--- config.mk ---
export PLATFORM = sky130hd
export DESIGN_NAME = seg_scan_ctrl_flat
export DESIGN_NICKNAME = d
export VERILOG_FILES = /design/src/rtl/seg_pkg.sv /design/src/rtl/seg_scan_ctrl_if.sv /design/src/rtl/seg_hex_dec.sv /design/src/rtl/seg_scan_ctrl.sv /design/src/flat_wrapper.sv
export SDC_FILE = /design/constraint.sdc
export NUM_CORES = 1
export LEC_CHECK = 0
export BUFFER_PORTS_ARGS = -buffer_cell sky130_fd_sc_hd__buf_2
export CAP_MARGIN = 25
export CORE_UTILIZATION = 55
export DETAILED_ROUTE_END_ITERATION = 16
export GPL_ROUTABILITY_DRIVEN = 0
export PLACE_DENSITY = 0.84
export SLEW_MARGIN = 10
export SYNTH_ARGS = -nofsm -noshare
export SYNTH_HDL_FRONTEND = slang
export SYNTH_SLANG_ARGS = --single-unit
--- constraint.sdc ---
create_clock -name clk -period 4 [get_ports clk]
set_input_delay 1.2 -clock clk [delete_from_list [all_inputs] [get_ports clk]]
set_output_delay 1.2 -clock clk [all_outputs]
set_load 0.05 [all_outputs]
--- src/rtl/seg_pkg.sv ---
// Shared types and constants for the 16-digit 7-segment scan controller.
package seg_pkg;

  localparam int unsigned ADDR_W = 3;
  localparam int unsigned DATA_W = 32;
  localparam int unsigned NDIG   = 16;

  // Register word addresses
  localparam logic [ADDR_W-1:0] ADDR_DIGLO  = 3'd0;
  localparam logic [ADDR_W-1:0] ADDR_DIGHI  = 3'd1;
  localparam logic [ADDR_W-1:0] ADDR_CTRL   = 3'd2;
  localparam logic [ADDR_W-1:0] ADDR_MASK   = 3'd3;
  localparam logic [ADDR_W-1:0] ADDR_DP     = 3'd4;
  localparam logic [ADDR_W-1:0] ADDR_STATUS = 3'd5;

  // Control register reset values
  localparam logic        CTRL_EN_RST     = 1'b1;
  localparam logic        CTRL_BLINK_RST  = 1'b0;
  localparam logic [3:0]  CTRL_BRIGHT_RST = 4'hF;
  localparam logic [31:0] MASK_RST        = 32'h0000_FFFF;

  // Active-low {dp, g..a} codes for hex digits 0..F
  localparam logic [7:0] SEG_HEX [0:15] = '{
    8'hC0, 8'hF9, 8'hA4, 8'hB0, 8'h99, 8'h92, 8'h82, 8'hF8,
    8'h80, 8'h90, 8'h88, 8'h83, 8'hC6, 8'hA1, 8'h86, 8'h8E
  };

  typedef enum logic {
    BUS_IDLE,
    BUS_RESP
  } bus_state_e;

  // Layout of the read-only STATUS word
  typedef struct packed {
    logic [15:0] frame;
    logic [10:0] rsvd;
    logic        blink_ph;
    logic [3:0]  digit;
  } status_t;

endpackage

--- src/rtl/seg_scan_ctrl_if.sv ---
// MMIO request/response bus between the CPU and the scan controller.
interface seg_scan_ctrl_if;
  import seg_pkg::*;

  logic              bus_valid;
  logic              bus_ready;
  logic              bus_we;
  logic [ADDR_W-1:0] bus_addr;
  logic [DATA_W-1:0] bus_wdata;
  logic              bus_rvalid;
  logic [DATA_W-1:0] bus_rdata;

  modport master (
    output bus_valid, bus_we, bus_addr, bus_wdata,
    input  bus_ready, bus_rvalid, bus_rdata
  );

  modport slave (
    input  bus_valid, bus_we, bus_addr, bus_wdata,
    output bus_ready, bus_rvalid, bus_rdata
  );

endinterface

--- src/rtl/seg_hex_dec.sv ---
// Hex nibble to active-low g..a segment pattern.
module seg_hex_dec
  import seg_pkg::*;
(
  input  logic [3:0] hex,
  output logic [6:0] seg_n_c
);

  // Table lookup; the DP bit of the table entry is dropped here
  always_comb begin
    seg_n_c = SEG_HEX[hex][6:0];
  end

endmodule

--- src/rtl/seg_scan_ctrl.sv ---
// Bus-programmable time-multiplexed scan controller for a 16-digit 7-segment display.
module seg_scan_ctrl
  import seg_pkg::*;
#(
  parameter int unsigned SCAN_DIV     = 10000,
  parameter int unsigned BLINK_FRAMES = 64
) (
  input  logic            clk,
  input  logic            rst_n,
  seg_scan_ctrl_if.slave  bus,
  output logic [NDIG-1:0] seg_sel_n,
  output logic [7:0]      seg
);

  localparam int unsigned PRE_W = $clog2(SCAN_DIV);
  localparam int unsigned BLK_W = (BLINK_FRAMES > 1) ? $clog2(BLINK_FRAMES) : 1;
  localparam int unsigned IDX_W = 4;
  localparam int unsigned FRM_W = 16;
  localparam int unsigned PWM_W = 4;

  bus_state_e        state;

  logic [63:0]       dig;
  logic              ctrl_en;
  logic              ctrl_blink;
  logic [3:0]        bright;
  logic [31:0]       mask;
  logic [NDIG-1:0]   dp;

  logic [PRE_W-1:0]  pre_cnt;
  logic [IDX_W-1:0]  idx;
  logic [FRM_W-1:0]  frame_cnt;
  logic [BLK_W-1:0]  blink_cnt;
  logic              blink_ph;
  logic [PWM_W-1:0]  pwm_cnt;

  logic              accept_c;
  logic              scan_tick_c;
  logic              frame_wrap_c;
  logic              pwm_on_c;
  logic              blank_c;
  logic [3:0]        cur_hex_c;
  logic [6:0]        hex_seg_c;
  status_t           status_c;
  logic [DATA_W-1:0] rd_data_c;

  assign accept_c     = (state == BUS_IDLE) && bus.bus_valid;
  assign scan_tick_c  = ctrl_en && (pre_cnt == PRE_W'(SCAN_DIV - 1));
  assign frame_wrap_c = scan_tick_c && (idx == IDX_W'(NDIG - 1));
  assign pwm_on_c     = (pwm_cnt <= bright);
  assign cur_hex_c    = dig[{idx, 2'b00} +: 4];

  // Blank when disabled, digit masked off, in the PWM off-time, or in the blink-off phase
  assign blank_c = !ctrl_en || !mask[idx] || !pwm_on_c ||
                   (ctrl_blink && mask[{1'b1, idx}] && blink_ph);

  seg_hex_dec u_hex_dec (
    .hex     (cur_hex_c),
    .seg_n_c (hex_seg_c)
  );

  // Live scan status as seen by a STATUS read
  always_comb begin
    status_c          = '0;
    status_c.frame    = frame_cnt;
    status_c.blink_ph = blink_ph;
    status_c.digit    = idx;
  end

  // Read data mux; unmapped words read as zero
  always_comb begin
    rd_data_c = '0;
    case (bus.bus_addr)
      ADDR_DIGLO:  rd_data_c = dig[31:0];
      ADDR_DIGHI:  rd_data_c = dig[63:32];
      ADDR_CTRL:   rd_data_c = {24'h0, bright, 2'b00, ctrl_blink, ctrl_en};
      ADDR_MASK:   rd_data_c = mask;
      ADDR_DP:     rd_data_c = {16'h0, dp};
      ADDR_STATUS: rd_data_c = status_c;
      default:     rd_data_c = '0;
    endcase
  end

  // Bus FSM: accept in IDLE, answer with a one-cycle response strobe in RESP
  always_ff @(posedge clk or negedge rst_n) begin
    if (!rst_n) begin
      state          <= BUS_IDLE;
      bus.bus_ready  <= 1'b1;
      bus.bus_rvalid <= 1'b0;
      bus.bus_rdata  <= '0;
    end else begin
      case (state)
        BUS_IDLE: begin
          if (bus.bus_valid) begin
            state          <= BUS_RESP;
            bus.bus_ready  <= 1'b0;
            bus.bus_rvalid <= 1'b1;
            bus.bus_rdata  <= bus.bus_we ? '0 : rd_data_c;
          end
        end
        default: begin
          state          <= BUS_IDLE;
          bus.bus_ready  <= 1'b1;
          bus.bus_rvalid <= 1'b0;
          bus.bus_rdata  <= '0;
        end
      endcase
    end
  end

  // Register file; writes land at the accept edge, STATUS and spare words ignore writes
  always_ff @(posedge clk or negedge rst_n) begin
    if (!rst_n) begin
      dig        <= '0;
      ctrl_en    <= CTRL_EN_RST;
      ctrl_blink <= CTRL_BLINK_RST;
      bright     <= CTRL_BRIGHT_RST;
      mask       <= MASK_RST;
      dp         <= '0;
    end else if (accept_c && bus.bus_we) begin
      case (bus.bus_addr)
        ADDR_DIGLO: dig[31:0]  <= bus.bus_wdata;
        ADDR_DIGHI: dig[63:32] <= bus.bus_wdata;
        ADDR_CTRL: begin
          ctrl_en    <= bus.bus_wdata[0];
          ctrl_blink <= bus.bus_wdata[1];
          bright     <= bus.bus_wdata[7:4];
        end
        ADDR_MASK:  mask <= bus.bus_wdata;
        ADDR_DP:    dp   <= bus.bus_wdata[15:0];
        default: ;
      endcase
    end
  end

  // Prescaler, digit index, frame and blink counters; held at the origin while disabled
  always_ff @(posedge clk or negedge rst_n) begin
    if (!rst_n) begin
      pre_cnt   <= '0;
      idx       <= '0;
      frame_cnt <= '0;
      blink_cnt <= '0;
      blink_ph  <= 1'b0;
    end else if (!ctrl_en) begin
      pre_cnt   <= '0;
      idx       <= '0;
      blink_cnt <= '0;
      blink_ph  <= 1'b0;
    end else begin
      if (scan_tick_c) begin
        pre_cnt <= '0;
        idx     <= idx + IDX_W'(1);
      end else begin
        pre_cnt <= pre_cnt + PRE_W'(1);
      end
      if (frame_wrap_c) begin
        frame_cnt <= frame_cnt + FRM_W'(1);
        if (blink_cnt == BLK_W'(BLINK_FRAMES - 1)) begin
          blink_cnt <= '0;
          blink_ph  <= ~blink_ph;
        end else begin
          blink_cnt <= blink_cnt + BLK_W'(1);
        end
      end
    end
  end

  // Free-running brightness PWM phase
  always_ff @(posedge clk or negedge rst_n) begin
    if (!rst_n) begin
      pwm_cnt <= '0;
    end else begin
      pwm_cnt <= pwm_cnt + PWM_W'(1);
    end
  end

  // Registered display pins, one cycle behind the scan state
  always_ff @(posedge clk or negedge rst_n) begin
    if (!rst_n) begin
      seg_sel_n <= '1;
      seg       <= '1;
    end else if (blank_c) begin
      seg_sel_n <= '1;
      seg       <= '1;
    end else begin
      seg_sel_n <= ~(NDIG'(1) << idx);
      seg       <= {~dp[idx], hex_seg_c};
    end
  end

endmodule
--- src/flat_wrapper.sv ---
// flat-port wrapper written by rule: the top's interface ports become plain ports
module seg_scan_ctrl_flat import seg_pkg::*;
#(
  parameter int unsigned SCAN_DIV     = 10000,
  parameter int unsigned BLINK_FRAMES = 64
)
  (clk, rst_n, seg_sel_n, seg, bus_bus_valid, bus_bus_we, bus_bus_addr, bus_bus_wdata, bus_bus_ready, bus_bus_rvalid, bus_bus_rdata);
  seg_scan_ctrl_if bus_i ();
  input  logic clk;
  input  logic rst_n;
  output logic [NDIG-1:0] seg_sel_n;
  output logic [7:0] seg;
  input wire logic [$bits(bus_i.bus_valid)-1:0] bus_bus_valid;
  input wire logic [$bits(bus_i.bus_we)-1:0] bus_bus_we;
  input wire logic [$bits(bus_i.bus_addr)-1:0] bus_bus_addr;
  input wire logic [$bits(bus_i.bus_wdata)-1:0] bus_bus_wdata;
  output wire logic [$bits(bus_i.bus_ready)-1:0] bus_bus_ready;
  output wire logic [$bits(bus_i.bus_rvalid)-1:0] bus_bus_rvalid;
  output wire logic [$bits(bus_i.bus_rdata)-1:0] bus_bus_rdata;
  assign bus_i.bus_valid = bus_bus_valid;
  assign bus_i.bus_we = bus_bus_we;
  assign bus_i.bus_addr = bus_bus_addr;
  assign bus_i.bus_wdata = bus_bus_wdata;
  assign bus_bus_ready = bus_i.bus_ready;
  assign bus_bus_rvalid = bus_i.bus_rvalid;
  assign bus_bus_rdata = bus_i.bus_rdata;
  seg_scan_ctrl #(.SCAN_DIV(SCAN_DIV), .BLINK_FRAMES(BLINK_FRAMES)) u_core (.clk(clk), .rst_n(rst_n), .bus(bus_i), .seg_sel_n(seg_sel_n), .seg(seg));
endmodule
Word-level counts from Yosys, hierarchy flattened
Memories as Yosys holds them, arrays and structs flattened.
Cells that the tools add are included.
{ "word_totals": {"in_bits": 39, "romBits": 128, "mem_count": 1, "word_cells": 99, "register_bits": 222} }
{ "memory_table": {"columns": ["name", "words", "word_bits", "read_ports", "rd_ports_with_merged_regs", "wr", "line", "source"], "rows": [
  ["(no name shown)", 16, 8, 1, 0, 0, "seg_hex_dec.sv:11", "seg_n_c = SEG_HEX[hex][6:0];"]
]} }
{ "classes": {"n_shift": 2, "n_bitwise": 5, "n_lt_le_gt_ge": 5, "n_eq_ne": 11, "n_reduce_logical": 21, "n_addsub": 5, "muxes": 30} }
{ "ops": {"columns": ["operator", "n"], "rows": [
  ["$pmux 32 s6", 1],
  ["$mux 32", 3],
  ["$shiftx 64x7->4", 1],
  ["$mux 14", 2],
  ["$mux 6", 3],
  ["$add 16x1->16 const B", 1],
  ["$mux 16", 1],
  ["$not 16->16", 1],
  ["$shl 1x4->16 const A", 1],
  ["$add 14x1->14 const B", 1],
  ["$eq 14x14->1 const B", 1],
  ["$mux 7", 2],
  ["$reduce_and 2->1", 7],
  ["$bmux 1 s4", 3],
  ["$mux 1", 12],
  ["$add 4x1->4 const B", 2],
  ["$mux 4", 2],
  ["$mux 8", 1],
  ["$add 6x1->6 const B", 1],
  ["$eq 3x2->1 const B", 2],
  ["$eq 3x3->1 const B", 2],
  ["$eq 6x6->1 const B", 1],
  ["$logic_and 1x1->1", 6],
  ["$lt 4x6->1 const B", 1],
  ["13 further kinds", 21]
]} }

Logic depth before layout (Yosys ltp)
{ "depth": {"depth_word": 7, "mapped_depth": 13} }

By module
Synthesis repeated with hierarchy kept, for this count alone.
{ "unflattened": {"cells_unflattened": 853, "hier_area_um2": 10852.9} }
{ "modules_own_cells": {"columns": ["mod", "cells_per_inst", "instances", "seq_area_each_um2", "area_per_inst_um2"], "rows": [
  ["seg_scan_ctrl", 821, 1, 5612.9, 10577.6],
  ["seg_hex_dec", 32, 1, 0.0, 275.3]
]} }

Least setup slack after synthesis
OpenSTA, ideal clock, no wires.
{ "synth_timing": {"path_type": "input to register", "startpoint": "in bus_bus_addr[1]", "endpoint": "reg u_core.mask[16]", "path_slack_ns": 1.142, "t_arrival_ns": 2.733, "setup_time_ns": 0.125, "required_time_ns": 3.875, "n_path_buf": 4, "cell_stages": 7, "path_cell_list": "clkbuf_1 -> and3_1 -> clkbuf_1 -> and3_1 -> clkbuf_1 -> buf_2 -> mux2_2"} }
{ "synth_between": {"elab_chain_cells": 2} }
{ "synth_rtl": {"columns": ["element", "line", "source"], "rows": [
  ["start, declared", "flat_wrapper.sv:15", "input wire logic [$bits(bus_i.bus_addr)-1:0] bus_bus_addr;"],
  ["$eq 3x2->1", "seg_scan_ctrl.sv:121", "case (bus.bus_addr)"],
  ["$reduce_and 2->1 (no source line)", null, null],
  ["end signal, assigned", "seg_scan_ctrl.sv:129", "ADDR_MASK: mask <= bus.bus_wdata;"],
  ["end, declared", "seg_scan_ctrl.sv:27", "logic [31:0] mask;"]
]} }
No other way between the ends.
A chain may end at the register's enable or synchronous reset.

Worst setup path in the final report
{ "layout_timing": {"startpoint": "reg u_core.idx[0]", "endpoint": "reg u_core.seg[3]"} }
{ "layout_between": {"elab_chain_cells": 7} }
{ "layout_rtl": {"columns": ["element", "line", "source"], "rows": [
  ["start, declared", "seg_scan_ctrl.sv:31", "logic [IDX_W-1:0] idx;"],
  ["start signal, assigned", "seg_scan_ctrl.sv:152", "idx <= idx + IDX_W'(1);"],
  ["parallel branches: the longest is 6 deep, another holds $mem_v2 16x8", null, null],
  ["$mux 8 *", "seg_scan_ctrl.sv:182", "end else if (blank_c) begin"],
  ["end signal, assigned", "seg_scan_ctrl.sv:187", "seg <= {~dp[idx], hex_seg_c};"],
  ["end, declared", "seg_scan_ctrl.sv:12", "output logic [7:0] seg"]
]} }
Every way passes the cells marked *. The select of a mux whose other input is x is not followed.

==> results_dict.tcl <==
set metrics [dict create \
    grt.overflow.total 0 \
    post_cts_resized 0 \
    worstPathMaxFanout 28 \
    regArea_um2 5610 \
    synth_cell_types 60 \
    crit_path_start_kind "flip-flop" \
    async_flop_share_pct 100 \
    worstHoldEndpoint "u_core.bus.bus_rdata[10]$_DFFE_PN0P_" \
    antenna_cells 0 \
    ys_seq_area_share_pct 52.9 \
    regToRegEndpoint "u_core.seg[3]$_DFF_PN1_" \
    ys_ff_latch 222 \
    floorplan.die_area_um2 19900 \
    drive_gt1_share_pct 39.1 \
    tritoncts "yes" \
    hold_depth 2 \
    min_from "u_core.bus.bus_rdata[10]$_DFFE_PN0P_" \
    status "finished, final reports clean" \
    routed_wl_mm 26.5 \
    io_buffers 96 \
    clock_latency_ns 0.51 \
    regToRegSetupSlack_ns 0.93 \
    syn-num-nets 898 \
    syn_avg_cell_area_um2 12.6 \
    hold_class "flip-flop to flip-flop" \
    power_leakage_nw 5.29 \
    cts.path.max_buffers 3 \
    grt_antenna_before_repair 0 \
    post_cts_buffers 0 \
    hold_viol 0 \
    synth-edff-count 0 \
    synthToLayoutAreaGrowth_pct 14.0 \
    cts_sinks 222 \
    synth_area_um2 10600 \
    multiInputGateArea_um2 4660 \
    n_fill_cell 1362 \
    drtAntennaViolNets 0 \
    crit_required_ns 4.42 \
    critical_path_arrival_ns 3.49 \
    grt_pass1_wl_mm 42.4 \
    grt_pass1_vias 7491 \
    drt_iter0_markers 592 \
    most-common-layout-cells "dfrtp_1 (175), mux2_2 (126), buf_2 (95), nand2_1 (72), dfstp_2 (46)" \
    final_common_cell "dfrtp_1" \
    h-tree-depth 1 \
    wl_per_cell_um 22.0 \
    root_buffer "clkbuf_16" \
    io_pins 97 \
    worstMarginPinSlew_ns 0.974 \
    fin_hold_ws_ns 0.477 \
    max_slew_margin_pct 35.1 \
    cap_violations 0 \
    start_util_pct 56.4 \
    vias 7570 \
    worstSetupPathType "flip-flop to flip-flop" \
    ys_warn_count 0 \
    utilization_pct 64.3 \
    synth_ff_type "dfrtp_1" \
    first_pass_iters 5 \
    holdBufCountCts 0 \
    layout_min_cycle_time_ns 3.07 \
    clkTransAtPathRegs_ns 0.06 \
    num_rows 50 \
    drc 0 \
    nets 987 \
    place_hpwl_mm 18.0 \
    r2r-start "u_core.idx[0]$_DFFE_PN0P_" \
    die_x_um 141 \
    grt_usage_pct 27.8 \
    core_region_area_um2 18800 \
    final_area_um2 12100 \
    syn_inst 841 \
    irDropWorstVdd_uv 299 \
    slew_violations 0 \
    reg2regPathDepth 8 \
    finClkSkew_ns 0.0152 \
    fin_crit_sh_pct 76.6 \
    max_freq_mhz 326 \
    grt_max_degree 100 \
    fp.dieH_um 141 \
    finalPower_w 0.00595 \
    place_area_um2 11400 \
    rsz0062_at_grt "no" \
    finalSetupTns_ns 0 \
    cts_made_buffers 23 \
    avgViaCountPerCell 6.27 \
    setup_viol 0 \
    p_per_area_nw_per_um2 491 \
    crit_path_end_kind "flip-flop" \
]
[final cells by class]
type	count	area share, %
clock buffers	32	5.36
flip-flops and latches	222	46.4
well taps	260	2.69
inverters	16	0.496
clock inverters	10	0.702
repair buffers	122	5.93
multi-input cells	545	38.5
[layer usage]
layer  vias up  wire length (um)  global-route usage (%)
met4         0              1040                    11.7
met1      3841             11000                    37.3
met5         -                 0                       0
met2       381             12500                    44.5
met3        75              2030                    5.67
li1       3273                 -                       -
[kinds of logic after synthesis]
| logic type | after synthesis | synth area share, % |
|---|---|---|
| fa+ha+maj | 18 | 2.12 |
| flops | 222 | 52.9 |
| simple gates | 194 | 9.28 |
| buf+inv | 74 | 3.32 |
| mux | 164 | 20.3 |
| compound gates | 137 | 9.52 |
| xor+xnor | 32 | 2.64 |
[state kept, by name, indices dropped and copies added, names as in the netlist, 4 cells and up]
register and count:
u_core.blink_cnt 6, u_core.bright 4, u_core.bus.bus_rdata 32, u_core.dig 64, u_core.dp 16, u_core.frame_cnt 16, u_core.idx 4, u_core.mask 32
u_core.pre_cnt 14, u_core.pwm_cnt 4, u_core.seg 8, u_core.seg_sel_n 16
[report_power, final]
group | leakage [nW] | switching, W | internal [W]
registers | 2.79 | 0.000317 | 0.00261
clock network | 0.370 | 0.000878 | 0.00121
logic | 2.13 | 0.000479 | 0.000466
[synth_stat cells (5+ instances only)]
master / number / area [um^2]
buf_2: 15 / 75.1
dfrtp_1: 176 / 4400
clkbuf_1: 30 / 113
o22ai_1: 5 / 31.3
nand3_1: 19 / 95.1
dfstp_2: 46 / 1210
nand4_1: 12 / 75.1
buf_4: 5 / 37.5
and2_1: 9 / 56.3
a21oi_1: 7 / 35.0
mux2_2: 126 / 1420
ha_1: 18 / 225
nor2_1: 26 / 97.6
nor3_1: 7 / 35.0
a221oi_1: 26 / 228
nand4b_1: 6 / 52.6
mux2i_1: 8 / 80.1
mux4_2: 28 / 631
inv_1: 14 / 52.6
o21ai_0: 32 / 160
and3_1: 10 / 62.6
buf_6: 5 / 56.3
nor2b_1: 11 / 68.8
xor2_1: 14 / 123
nand2_1: 72 / 270
a22oi_1: 15 / 113
xnor2_1: 18 / 158
a22o_1: 24 / 210
[critical path, cell delays in order (launching register included)]
cell and delay, ns:
dfrtp_2 0.88, buf_4 0.34, mux4_2 0.55, a22oi_1 0.19, nand3_1 0.23, ha_1 0.29, mux2_1 0.29, mux2i_1 0.13
nand2_1 0.07
[through the flow]
step	cells	setup slack (ns)
final	1207	0.934
after global routing	1207	0.608
after CTS	1206	0.916
after detailed placement	1164	0.939
after global placement	1164	0.963
after floorplan	841	1.14
[worst max path at each step]
stage                         startpoint                          end  slack, ns
4_1_cts        u_core.idx[0]$_DFFE_PN0P_      u_core.seg[3]$_DFF_PN1_       0.92
3_5_place_dp   u_core.idx[0]$_DFFE_PN0P_      u_core.seg[3]$_DFF_PN1_       0.94
3_3_place_gp   u_core.idx[0]$_DFFE_PN0P_      u_core.seg[3]$_DFF_PN1_       0.96
5_1_grt        u_core.idx[0]$_DFFE_PN0P_      u_core.seg[3]$_DFF_PN1_       0.61
2_1_floorplan            bus_bus_addr[1]  u_core.mask[16]$_DFFE_PN0P_       1.14
6_report       u_core.idx[0]$_DFFE_PN0P_      u_core.seg[3]$_DFF_PN1_       0.93
(Power assumes the default switching activity.)
